`src/rtl/alu_pipe.sv`:
```
// alu_pipe: registered ALU stage between operand fetch and writeback.
// Single-cycle AND/OR/NOR/ADD/SUB/SLT share one adder. MUL is an iterative
// shift-add multiplier that returns the low half of the product.
// Handshake is valid/ready on both sides. Upstream is stalled while a
// multiply runs or while downstream holds a result.
module alu_pipe #(
  parameter int WIDTH  = 32,
  parameter int MUL_EN = 1
) (
  input  logic             clk,
  input  logic             rst_n,
  input  logic             in_valid,
  output logic             in_ready,
  input  logic [WIDTH-1:0] in1,
  input  logic [WIDTH-1:0] in2,
  input  logic [2:0]       op,
  output logic             out_valid,
  input  logic             out_ready,
  output logic [WIDTH-1:0] result,
  output logic             carry,
  output logic             overflow,
  output logic             zero
);

  localparam int CW = $clog2(WIDTH);

  localparam logic [2:0] OP_AND = 3'b000;
  localparam logic [2:0] OP_OR  = 3'b001;
  localparam logic [2:0] OP_ADD = 3'b010;
  localparam logic [2:0] OP_MUL = 3'b011;
  localparam logic [2:0] OP_NOR = 3'b100;
  localparam logic [2:0] OP_SUB = 3'b110;
  localparam logic [2:0] OP_SLT = 3'b111;

  typedef enum logic [1:0] {
    IDLE = 2'd0,
    MUL  = 2'd1,
    DONE = 2'd2
  } state_t;

  state_t state_q, state_d;

  logic [CW-1:0]      mul_cnt;
  logic [2*WIDTH-1:0] acc;
  logic [2*WIDTH-1:0] mcand;
  logic [WIDTH-1:0]   mplier;

  logic               out_valid_q;
  logic [WIDTH-1:0]   result_q;
  logic               carry_q;
  logic               overflow_q;

  logic               accept;
  logic               is_mul;

  logic [WIDTH-1:0]   b_op;
  logic               cin;
  logic [WIDTH:0]     sum_ext;
  logic               add_ovf;
  logic [WIDTH-1:0]   alu_res;
  logic               alu_carry;
  logic               alu_ovf;

  assign in_ready  = (state_q == IDLE) && (!out_valid_q || out_ready);
  assign accept    = in_valid && in_ready;
  assign is_mul    = (op == OP_MUL) && (MUL_EN != 0);

  assign out_valid = out_valid_q;
  assign result    = result_q;
  assign carry     = carry_q;
  assign overflow  = overflow_q;
  assign zero      = out_valid_q && (result_q == '0);

  // Single-cycle datapath: one adder computes A+B or A+~B+1, then the op selects the result and flags.
  always_comb begin
    b_op      = in2;
    cin       = 1'b0;
    if (op == OP_SUB || op == OP_SLT) begin
      b_op = ~in2;
      cin  = 1'b1;
    end
    sum_ext   = {1'b0, in1} + {1'b0, b_op} + {{WIDTH{1'b0}}, cin};
    add_ovf   = (in1[WIDTH-1] == b_op[WIDTH-1]) && (sum_ext[WIDTH-1] != in1[WIDTH-1]);
    alu_res   = '0;
    alu_carry = 1'b0;
    alu_ovf   = 1'b0;
    case (op)
      OP_AND: alu_res = in1 & in2;
      OP_OR:  alu_res = in1 | in2;
      OP_NOR: alu_res = ~(in1 | in2);
      OP_ADD, OP_SUB: begin
        alu_res   = sum_ext[WIDTH-1:0];
        alu_carry = sum_ext[WIDTH];
        alu_ovf   = add_ovf;
      end
      OP_SLT: begin
        alu_res   = {{(WIDTH-1){1'b0}}, sum_ext[WIDTH-1] ^ add_ovf};
        alu_carry = sum_ext[WIDTH];
        alu_ovf   = add_ovf;
      end
      default: alu_res = '0;
    endcase
  end

  // Sequencer state register.
  always_ff @(posedge clk or negedge rst_n) begin
    if (!rst_n) begin
      state_q <= IDLE;
    end else begin
      state_q <= state_d;
    end
  end

  // Next-state logic: a multiply occupies WIDTH iteration cycles plus one cycle to publish.
  always_comb begin
    state_d = state_q;
    case (state_q)
      IDLE: if (accept && is_mul) state_d = MUL;
      MUL:  if (mul_cnt == CW'(WIDTH - 1)) state_d = DONE;
      DONE: state_d = IDLE;
      default: state_d = IDLE;
    endcase
  end

  // Multiplier: operands are latched on accept, then one multiplier bit is consumed per cycle, LSB first.
  always_ff @(posedge clk or negedge rst_n) begin
    if (!rst_n) begin
      mul_cnt <= '0;
      acc     <= '0;
      mcand   <= '0;
      mplier  <= '0;
    end else begin
      case (state_q)
        IDLE: begin
          if (accept && is_mul) begin
            mul_cnt <= '0;
            acc     <= '0;
            mcand   <= {{WIDTH{1'b0}}, in1};
            mplier  <= in2;
          end
        end
        MUL: begin
          if (mplier[0]) begin
            acc <= acc + mcand;
          end
          mcand   <= mcand << 1;
          mplier  <= mplier >> 1;
          mul_cnt <= mul_cnt + CW'(1);
        end
        default: begin
          mul_cnt <= '0;
        end
      endcase
    end
  end

  // Output registers: load on a finished multiply or a single-cycle accept, otherwise drain when consumed.
  always_ff @(posedge clk or negedge rst_n) begin
    if (!rst_n) begin
      out_valid_q <= 1'b0;
      result_q    <= '0;
      carry_q     <= 1'b0;
      overflow_q  <= 1'b0;
    end else if (state_q == DONE) begin
      out_valid_q <= 1'b1;
      result_q    <= acc[WIDTH-1:0];
      carry_q     <= |acc[2*WIDTH-1:WIDTH];
      overflow_q  <= 1'b0;
    end else if (accept && !is_mul) begin
      out_valid_q <= 1'b1;
      result_q    <= alu_res;
      carry_q     <= alu_carry;
      overflow_q  <= alu_ovf;
    end else if (out_ready) begin
      out_valid_q <= 1'b0;
    end
  end

endmodule
```
`config.mk`:
```
export PLATFORM = sky130hd
export DESIGN_NAME = alu_pipe
export DESIGN_NICKNAME = d
export VERILOG_FILES = /design/src/rtl/alu_pipe.sv
export SDC_FILE = /design/constraint.sdc
export NUM_CORES = 1
export LEC_CHECK = 0
export BUFFER_PORTS_ARGS = -buffer_cell sky130_fd_sc_hd__buf_2
export CAP_MARGIN = 30
export CORE_UTILIZATION = 30
export CTS_CLUSTER_SIZE = 20
export DETAILED_ROUTE_END_ITERATION = 10
export GPL_TIMING_DRIVEN = 0
export SETUP_SLACK_MARGIN = 0.2
export SYNTH_ARGS = -nofsm -noshare
export SYNTH_HDL_FRONTEND = slang
export SYNTH_SLANG_ARGS = --single-unit
```
`constraint.sdc`:
```
create_clock -name clk -period 6.8 [get_ports clk]
set_clock_uncertainty 0.2 [all_clocks]
set_input_delay 1.36 -clock clk [delete_from_list [all_inputs] [get_ports clk]]
set_output_delay 1.36 -clock clk [all_outputs]
set_load 0.01 [all_outputs]
```
* Yosys cells after proc, flatten, opt, wreduce, memory -nomap -nowiden
Cells that the tools add are included.
W data, S select, Z words.
** Word-level totals
- Flip-flop bits (word level) :: 202
- Input bits :: 71
- Output and inout port bits :: 37
- Word-level logic and storage cells :: 80
** Cells by class
- Add/subtract/negate cells :: 4
- Equal/unequal tests :: 14
- Muxes and demuxes :: 26
- Bitwise logic cells :: 5
- Reductions and logical operators :: 22
** Operators by type and width (number)
- $pmux W64 S2 :: 2
- $mux W64 :: 3
- $pmux W32 S5 :: 1
- $mux W32 :: 4
- $add A64 B64 Y64 :: 1
- $not A32 Y32 :: 2
- $pmux W32 S2 :: 1
- $add A32 B32 Y33 :: 1
- $add A33 B1 Y33 :: 1
- $and A32 B32 Y32 :: 1
- $logic_not A32 Y1 :: 1
- $or A32 B32 Y32 :: 1
- $reduce_or A32 Y1 :: 1
- $mux W1 :: 10
- $pmux W5 S2 :: 1
- $eq A3 B3 Y1 const B :: 3
- $eq A3 B2 Y1 const B :: 2
- $logic_and A1 B1 Y1 :: 6
- $add A5 B1 Y5 const B :: 1
- $eq A5 B5 Y1 const B :: 1
- $mux W5 :: 1
- $mux W2 :: 2
- $ne A2 B2 Y1 const B :: 2
- $pmux W2 S2 :: 1
- other kinds (17) :: 21

* Depth between registers and ports, before layout
Gate-level depths: netlist (run 1).
- Depth in word-level cells :: 11
- Depth in mapped cells :: 17
- Depth with buffers taken out :: 14

* Worst setup path after synthesis (run 1)
No wires, ideal clock.
- Path kind :: input port to flip-flop
- Start :: in op[2]
- End :: reg result_q[20], in the netlist result[20]
- Library setup time :: 0.131 ns
- Data arrival time :: 4.862 ns
- Data required time :: 6.469 ns
- Path slack :: 1.607 ns
- Stages :: 16
- Buffers on the path :: 3
- Cell sequence :: clkbuf_1 -> buf_1 -> nand2_1 -> buf_1 -> xnor2_1 -> ha_1 -> o211ai_1 -> a21oi_1 -> a211oi_1 -> o21ai_1 -> a21oi_1 -> o21bai_1 -> a21o_1 -> a21o_1 -> and4_1 -> or3_1
** On the way
- Word-level cells in the longest chain between the ends :: 8
- Elaborated cells on any way between the ends :: 19
- Those cells by class :: 2 x add/sub; 6 x eq/ne; 5 x mux; 6 x reduce/logical
** Ends and longest elaborated chain
- from (decl) :: RTL line 16 : input logic [2:0] op,
- $eq A3 B3 Y1 :: RTL line 78, 87
- $logic_or A1 B1 Y1 :: RTL line 78 : if (op == OP_SUB || op == OP_SLT) begin
- $mux W32 :: RTL line 78
- $add A32 B32 Y33 :: RTL line 82 : sum_ext = {1'b0, in1} + {1'b0, b_op} + {{WIDTH{1'b0}}, cin};
- $add A33 B1 Y33 :: RTL line 82
- $pmux W32 S5 :: RTL line 87 : case (op)
- $mux W32 :: RTL line 169 : end else if (accept && !is_mul) begin
- $mux W32 :: RTL line 164 : end else if (state_q == DONE) begin
- to (signal assigned) :: RTL line 166 : result_q <= acc[WIDTH-1:0];
- to (signal assigned) :: RTL line 171 : result_q <= alu_res;
- to (decl) :: RTL line 49 : logic [WIDTH-1:0] result_q;
Several ways; a longest one is shown, not always the timed one. The select of a mux whose other input is x is not followed.
A chain may end at the register's enable or synchronous reset.

* Worst setup path in the final report (run 1)
- Start :: in op[2]
- End :: reg result_q[30], in the netlist result[30]
The elaborated chain is that of the path after synthesis.

==> impl_results.md, run 1 <==
- Compound-Gate Fraction of Synth Area: 0.259
- Hold crit path type: flip-flop to flip-flop
- Detail Route Antenna Nets: 0
- Max Cap Viol: 0
- Critical Path End: result[30]$_DFFE_PN0P_
- Power Total: roughly 8.7 mW
- Post-synth ARST share: 1.00
- Drc violations: 0
- Root buffer cell: clkbuf_16
- XOR/XNOR Fraction of Synth Area: 0.0695
- Skew-Pair Late Insertion Delay: between 500 and 600 ps
- FF-to-FF setup slack: about 2900 ps
- Main combinational cell family by area after synthesis: compound AO/OA/AOI/OAI gates
- Simple-gate portion of the synthesized area: 0.199
- DRT iter0 DRCs: 1200
- Max-slew headroom: 0.384
- Die Footprint: 50100 µm²
- Site row count: 80
- Final nets: 2151
- DR vias: between 10000 and 15000
- Layout cells sized above 1: 0.0886
- Syn_area_per_cell: 8.00 µm²
- PwrDens: between 500 and 600 nW/µm²
- First-pass GRT wire length: slightly above 80000 µm
- Area leader, netlist: dfrtp_1
- Register area share after synthesis: 0.343
- H-tree depth: 1
- CTS resizes: 0
- Inserted Clock Buffers: 25
- Hold-fix buffers, CTS: 0
- Fin crit share: 0.917
- Minimum clock period: between 6000 and 7000 ps
- First-pass DRT Iterations: 6
- Most frequent cells after synthesis: 216 x nand2_1, 214 x nor2_1, 202 x dfrtp_1
- GRT Util Overall: 0.207
- CP Launch Type: input port
- Syn. warnings: 0
- Initial antenna violation count: 0
- Die height: between 200 and 250 µm
- Top FF cell, synth: dfrtp_1
- Final Hold Slack: 298 ps
- Worst Slack Setup Final: 562 ps
- Switching power: ~4.3 mW
- RSZ-0062 raised after global routing: no
- Switching Fraction: 0.496
- Largest cells by area after synthesis: dfrtp_1 34%, ha_1 8.4%, o21ai_0 6.5%, nand2_1 5.5%, nor2_1 5.4%
- Cells after Synth: ~1800
- Core Region: 48100 µm²
- WP data arrival: 6460 ps
- Most numerous cell in the Yosys netlist: nand2_1
- Worst vdd ir: roughly 200 µV
- Avg WL per Cell: a little under 20 µm
- Inserted Diodes: 0
- Synthesized Nets: ~2000
- Routed wire length: between 50000 and 60000 µm
- Fin cells: roughly 2700
- Pre-CTS setup slack: -9.37 ps
- Setup crit start: op[2]
- Post-synth cell types: between 70 and 80
- Mapped Area: roughly 15000 µm²
- Gp weighted congestion: ~0.92
- Final setup vio count: 0
- Adder-Cell Fraction of Synth Area: 0.0867
- CTS tree: built
- Worst setup path class: input port to flip-flop
- CP required: 7030 ps
- Outcome: finished, final reports clean
- Clk pin slew, worst setup/hold paths: about 60 ps
- Crit. End Element: flip-flop
- Achievable frequency: approximately 160 MHz
- Int Pwr: about 4.4 mW
- Slew Limit Fails: 0
- Boundary Pins: around 110
- HPWL after detailed placement: between 40000 and 50000 µm
- #FFs+latches synth: ~200
- Syn-to-layout area delta: 15.1%
- Vias in the first global route: approximately 14000
- Starting density of the core: 0.306
- Global route total overflow: 0
- Share of the synthesized area in the top cell type: 0.343
- Clock Path Buffers: 3
- Clk network pwr share: 0.159
- CP max FO: 10
- Final hold vios: 0
- IO buf count: 107
- Postcts setup bufs: 0
- Largest net degree at the start of global routing: between 100 and 150
- Clk sink count: roughly 200
- Worst r2r src: acc[13]$_DFFE_PN0P_
- Reg-to-Reg End: acc[63]$_DFFE_PN0P_
- Via density: between 5 and 6
- Die Wd: ~220 µm
- Mux share of post-synthesis cell area: 0.00271
- EDFF count, synth: 0
- Seq pwr share: 0.268
- Reg2Reg Depth: 11
- Leak: 7.15 nW
- Cells after DPL: about 2600
- Comb pwr share: 0.572
- Worst Tran Pin Value: between 900 and 1000 ps
==> power by group through the flow <==
stage	Sequential (mW)	Clock [mW]	Combinational, mW
6_report	2.33	1.38	4.96
2_1_floorplan	2.14	0	3.55
4_1_cts	2.32	1.41	4.93
5_1_grt	2.38	1.45	5.55
3_3_place_gp	2.32	0	4.81
3_5_place_dp	2.33	0	4.89
==> per-stage QoR <==
step / TNS (ps) / cell area [µm²] / util
3_5_place_dp: -9.37 / 16100 / 0.335
2_1_floorplan: 0 / 14800 / -
6_report: 0 / 17000 / 0.353
4_1_cts: 0 / 17000 / 0.353
5_1_grt: 0 / 17000 / 0.353
3_3_place_gp: 0 / 16100 / 0.335
==> cell families (layout without fill, tap and decap cells) <==
family | count (synthesis) | count (layout)
DFF | 202 | 202
AOI/OAI and AO/OA | 605 | 605
buffers and inverters | 158 | 312
muxes | 4 | 4
and+or+nand+nor | 657 | 657
adders and majority gates | 101 | 101
xor gates and xnor gates | 117 | 117
==> area by class of cell <==
cell class | count | area [µm²]
Timing Repair Buffer | 108 | 573
Tap cell | 656 | 821
Clock buffer | 26 | 639
Sequential cell | 202 | 5050
Buffer | 110 | 423
Fill cell | 5122 | 31200
Clock inverter | 20 | 200
Multi-Input combinational cell | 1484 | 9090
Inverter | 48 | 180
==> registers in the layout (all words and copies together) (netlist names) <==
signal and cells:
acc 64, mplier 32, result 32, state_q 2
mul_cnt 5, carry 1, out_valid 1, mcand 64
overflow 1
==> cell usage in the layout, fill, tap and decap left out, types with 13 or more instances in the layout <==
master,count
nand4_1,28
nand3_1,61
xnor2_1,86
nand2_1,216
a222oi_1,14
nor2_1,214
nand2b_1,18
buf_1,15
nor2b_1,16
inv_1,48
a221oi_1,13
o211ai_1,15
a211oi_1,17
o22ai_1,73
a21oi_1,136
a21o_1,33
nor4_1,18
nor3_1,51
dfrtp_1,202
ha_1,99
o21a_1,13
clkbuf_1,87
clkbuf_16,25
buf_2,112
o21bai_1,18
xor2_1,31
o21ai_0,193
==> routing by layer <==
| metal | GRT usage | part of all wire | routed length, µm |
|---|---|---|---|
| met4 | 0.0687 | 0.033 | 1740 |
| met2 | 0.351 | 0.47 | 24800 |
| met5 | 0 | 0 | 0 |
| met1 | 0.274 | 0.44 | 23100 |
| met3 | 0.0240 | 0.054 | 2840 |
==> critical path, stage by stage <==
cell	delay, ps
buf_2	100
clkbuf_1	440
buf_1	570
nand2_1	350
buf_1	430
xnor2_1	240
ha_1	370
o211ai_1	220
a21oi_1	80
a211oi_1	370
o21ai_1	220
a21oi_1	540
a211oi_1	210
or3_1	400
a21oi_1	220
mux2i_1	230
o211ai_1	100
==> worst min-delay path by stage <==
stage	slack, ps	from	cells after the start	to
2_1_floorplan	270	mplier[10]$_DFFE_PN0P_	2	mplier[10]$_DFFE_PN0P_
3_3_place_gp	280	mplier[9]$_DFFE_PN0P_	2	mplier[9]$_DFFE_PN0P_
3_5_place_dp	290	mplier[16]$_DFFE_PN0P_	2	mplier[16]$_DFFE_PN0P_
4_1_cts	310	mplier[16]$_DFFE_PN0P_	2	mplier[16]$_DFFE_PN0P_
5_1_grt	330	mplier[16]$_DFFE_PN0P_	2	mplier[16]$_DFFE_PN0P_
6_report	300	mplier[11]$_DFFE_PN0P_	2	mplier[11]$_DFFE_PN0P_
Power figures use the tool's default switching activity.
==> run 2: changes to the inputs <==
--- a/config.mk
+++ b/config.mk
@@ -11,6 +11,7 @@
 export CTS_CLUSTER_SIZE = 20
 export DETAILED_ROUTE_END_ITERATION = 10
 export GPL_TIMING_DRIVEN = 0
+export MAX_ROUTING_LAYER = met4
 export SETUP_SLACK_MARGIN = 0.2
 export SYNTH_ARGS = -nofsm -noshare
 export SYNTH_HDL_FRONTEND = slang
==> run 2 against run 1 <==
Compared with the run above:
- total power rose by 0.63%
- worst hold slack improved by 2.2 ps
- largest power group unchanged
- sequential share of layout area fell by 0.079 points
- flip-flop and latch count did not move
- largest cell class unchanged
==> impl_results.md, run 2 (synthesis gave the netlist of run 1 again) <==
- Outcome: finished, final reports clean
- First-pass GRT wire length: 81300 µm (-0.42%)
- Achievable frequency: 162 MHz (+0.97%)
- First-pass DRT Iterations: 8 (+2)
- Skew-Pair Late Insertion Delay: 570 ps (about the same)
- Boundary Pins: 108 (unchanged)
- Layout cells sized above 1: 0.0856 (-0.00296)
- Detail Route Antenna Nets: 0 (unchanged)
- Die Footprint: 50100 µm² (unchanged)
- Switching Fraction: 0.486 (-0.00953)
- CTS resizes: 0 (unchanged)
- WP data arrival: 6400 ps (-60 ps)
- Hold crit path type: flip-flop to flip-flop
- Die Wd: 224 µm (unchanged)
- Clock Path Buffers: 3 (unchanged)
- Worst Tran Pin Value: 981 ps (+56.5 ps)
- Via density: 5.44 (-1.6%)
- Placed Area: 16100 µm² (unchanged)
- Worst vdd ir: 207 µV (+2.5%)
- GRT Util Overall: 0.213 (+0.00581)
- Register cell area after layout: 5050 µm² (unchanged)
- Inserted Clock Buffers: 26 (+4.0%)
- Most common cell after layout, fill and taps aside: nand2_1
- Fin crit share: 0.909 (-0.00878)
- Clk network pwr share: 0.166 (+0.007)
- DRT iter0 DRCs: 1157 (-3.6%)
- IO buf count: 107 (unchanged)
- Site row count: 80 (unchanged)
- DR vias: 14400 (-1.6%)
- Int Pwr: 4.48 mW (+2.5%)
- HPWL after detailed placement: 41200 µm (+0.14%)
- Clk pin slew, worst setup/hold paths: 60 ps (about the same)
- Postcts setup bufs: 0 (unchanged)
- Filler Cell Count: 5059 (-1.2%)
- Drc violations: 0 (unchanged)
- Multi-input gate area: 9090 µm² (unchanged)
- RSZ-0062 raised after global routing: no
- Vias in the first global route: 14200 (-2.1%)
- Clk sink count: 202 (unchanged)
- Pre-CTS setup slack: 73.9 ps (+83.3 ps)
- Max-slew headroom: 0.346 (-0.0377)
- Crit. End Element: flip-flop
- Finished Cell Area: 17000 µm² (+0.26%)
- Cells after DPL: 2608 (unchanged)
- Die height: 224 µm (unchanged)
- Avg WL per Cell: 19.8 µm (-0.11%)
- Final setup vio count: 0 (unchanged)
- Comb pwr share: 0.567 (-0.005)
- Max Cap Viol: 0 (unchanged)
- Power Total: 8.72 mW (+0.63%)
- Top Registers: acc: 64 flops, mcand: 64 flops
- Root buffer cell: clkbuf_16
- Global route total overflow: 0 (unchanged)
- Worst setup path class: input port to flip-flop
- Final Hold Slack: 301 ps (+2.21 ps)
- Initial antenna violation count: 0 (unchanged)
- Hold-fix buffers, CTS: 0 (unchanged)
- FF-to-FF setup slack: 2810 ps (-70 ps)
- Slew Limit Fails: 0 (unchanged)
- Seq pwr share: 0.266 (-0.002)
- Most frequent cells in the layout: 216 x nand2_1, 214 x nor2_1, 202 x dfrtp_1, 193 x o21ai_0, 136 x a21oi_1
- PwrDens: 512 nW/µm² (+0.37%)
- Fin util: 0.354 (+0.000935)
- Gp weighted congestion: 0.945 (+2.9%)
- CP required: 7020 ps (about the same)
- TNS Setup: 0 ps (unchanged)
- Fin cells: 2653 (-0.038%)
- Final nets: 2152 (+0.046%)
- Inserted Diodes: 0 (unchanged)
- H-tree depth: 1 (unchanged)
- Starting density of the core: 0.306 (unchanged)
- Core Region: 48100 µm² (unchanged)
- Worst Slack Setup Final: 622 ps (+59.7 ps)
- Minimum clock period: 6180 ps (-59.7 ps)
- Leak: 7.17 nW (+0.27%)
- Routed wire length: 52500 µm (-0.15%)
- Switching power: 4.24 mW (-1.3%)
- Final hold vios: 0 (unchanged)
- Largest net degree at the start of global routing: 105 (unchanged)
- CP max FO: 10 (unchanged)
- CTS tree: built
- Syn-to-layout area delta: 15.4%
- CP Launch Type: input port
==> run 2: power groups by stage <==
stage	sequential [mW]	combinational, mW	clock [mW]
finish	2.32	4.95	1.45
global route	2.38	5.53	1.51
CTS	2.31	4.93	1.47
detailed placement	2.33	4.90	0
global placement	2.31	4.81	0
floorplan	2.14	3.55	0
==> run 2: path summary, 6_finish.rpt <==
path                                        start                endpoint  cells after the start
setup reg to reg              acc[13]$_DFFE_PN0P_     acc[63]$_DFFE_PN0P_                     11
min in group asynchronous                   rst_n     acc[57]$_DFFE_PN0P_                      1
setup / recovery                            op[2]  result[30]$_DFFE_PN0P_                     17
hold reg to reg            mplier[15]$_DFFE_PN0P_  mplier[15]$_DFFE_PN0P_                      2
max in group asynchronous                   rst_n  mplier[25]$_DFFE_PN0P_                      2
hold / removal             mplier[15]$_DFFE_PN0P_  mplier[15]$_DFFE_PN0P_                      2
==> run 2: area by class of cell <==
type / count / area share
Timing Repair Buffer: 108 / 0.0337
Multi-Input combinational cell: 1484 / 0.534
Sequential cell: 202 / 0.297
Inverter: 48 / 0.0106
Clock inverter: 11 / 0.0102
Tap cell: 656 / 0.0482
Clock buffer: 34 / 0.0417
Buffer: 110 / 0.0248
==> run 2: layer usage <==
layer  GRT usage  part of all wire  up-vias  routed length (µm)
met2       0.358              0.48      413               25200
met4      0.0601             0.028        0                1470
met1       0.272              0.45     6977               23500
met5           -                 0        -                   0
li1            -                 -     6964                   -
met3      0.0212             0.043       90                2270
==> run 2: worst max-delay path: stages <==
cell      delay (ps)
buf_2            100
clkbuf_1         390
buf_1            570
nand2_1          350
buf_1            430
xnor2_1          240
ha_1             380
o211ai_1         200
a21oi_1           70
a211oi_1         390
o21ai_1          220
a21oi_1          530
a211oi_1         200
or3_1            400
a21oi_1          230
mux2i_1          230
o211ai_1          90
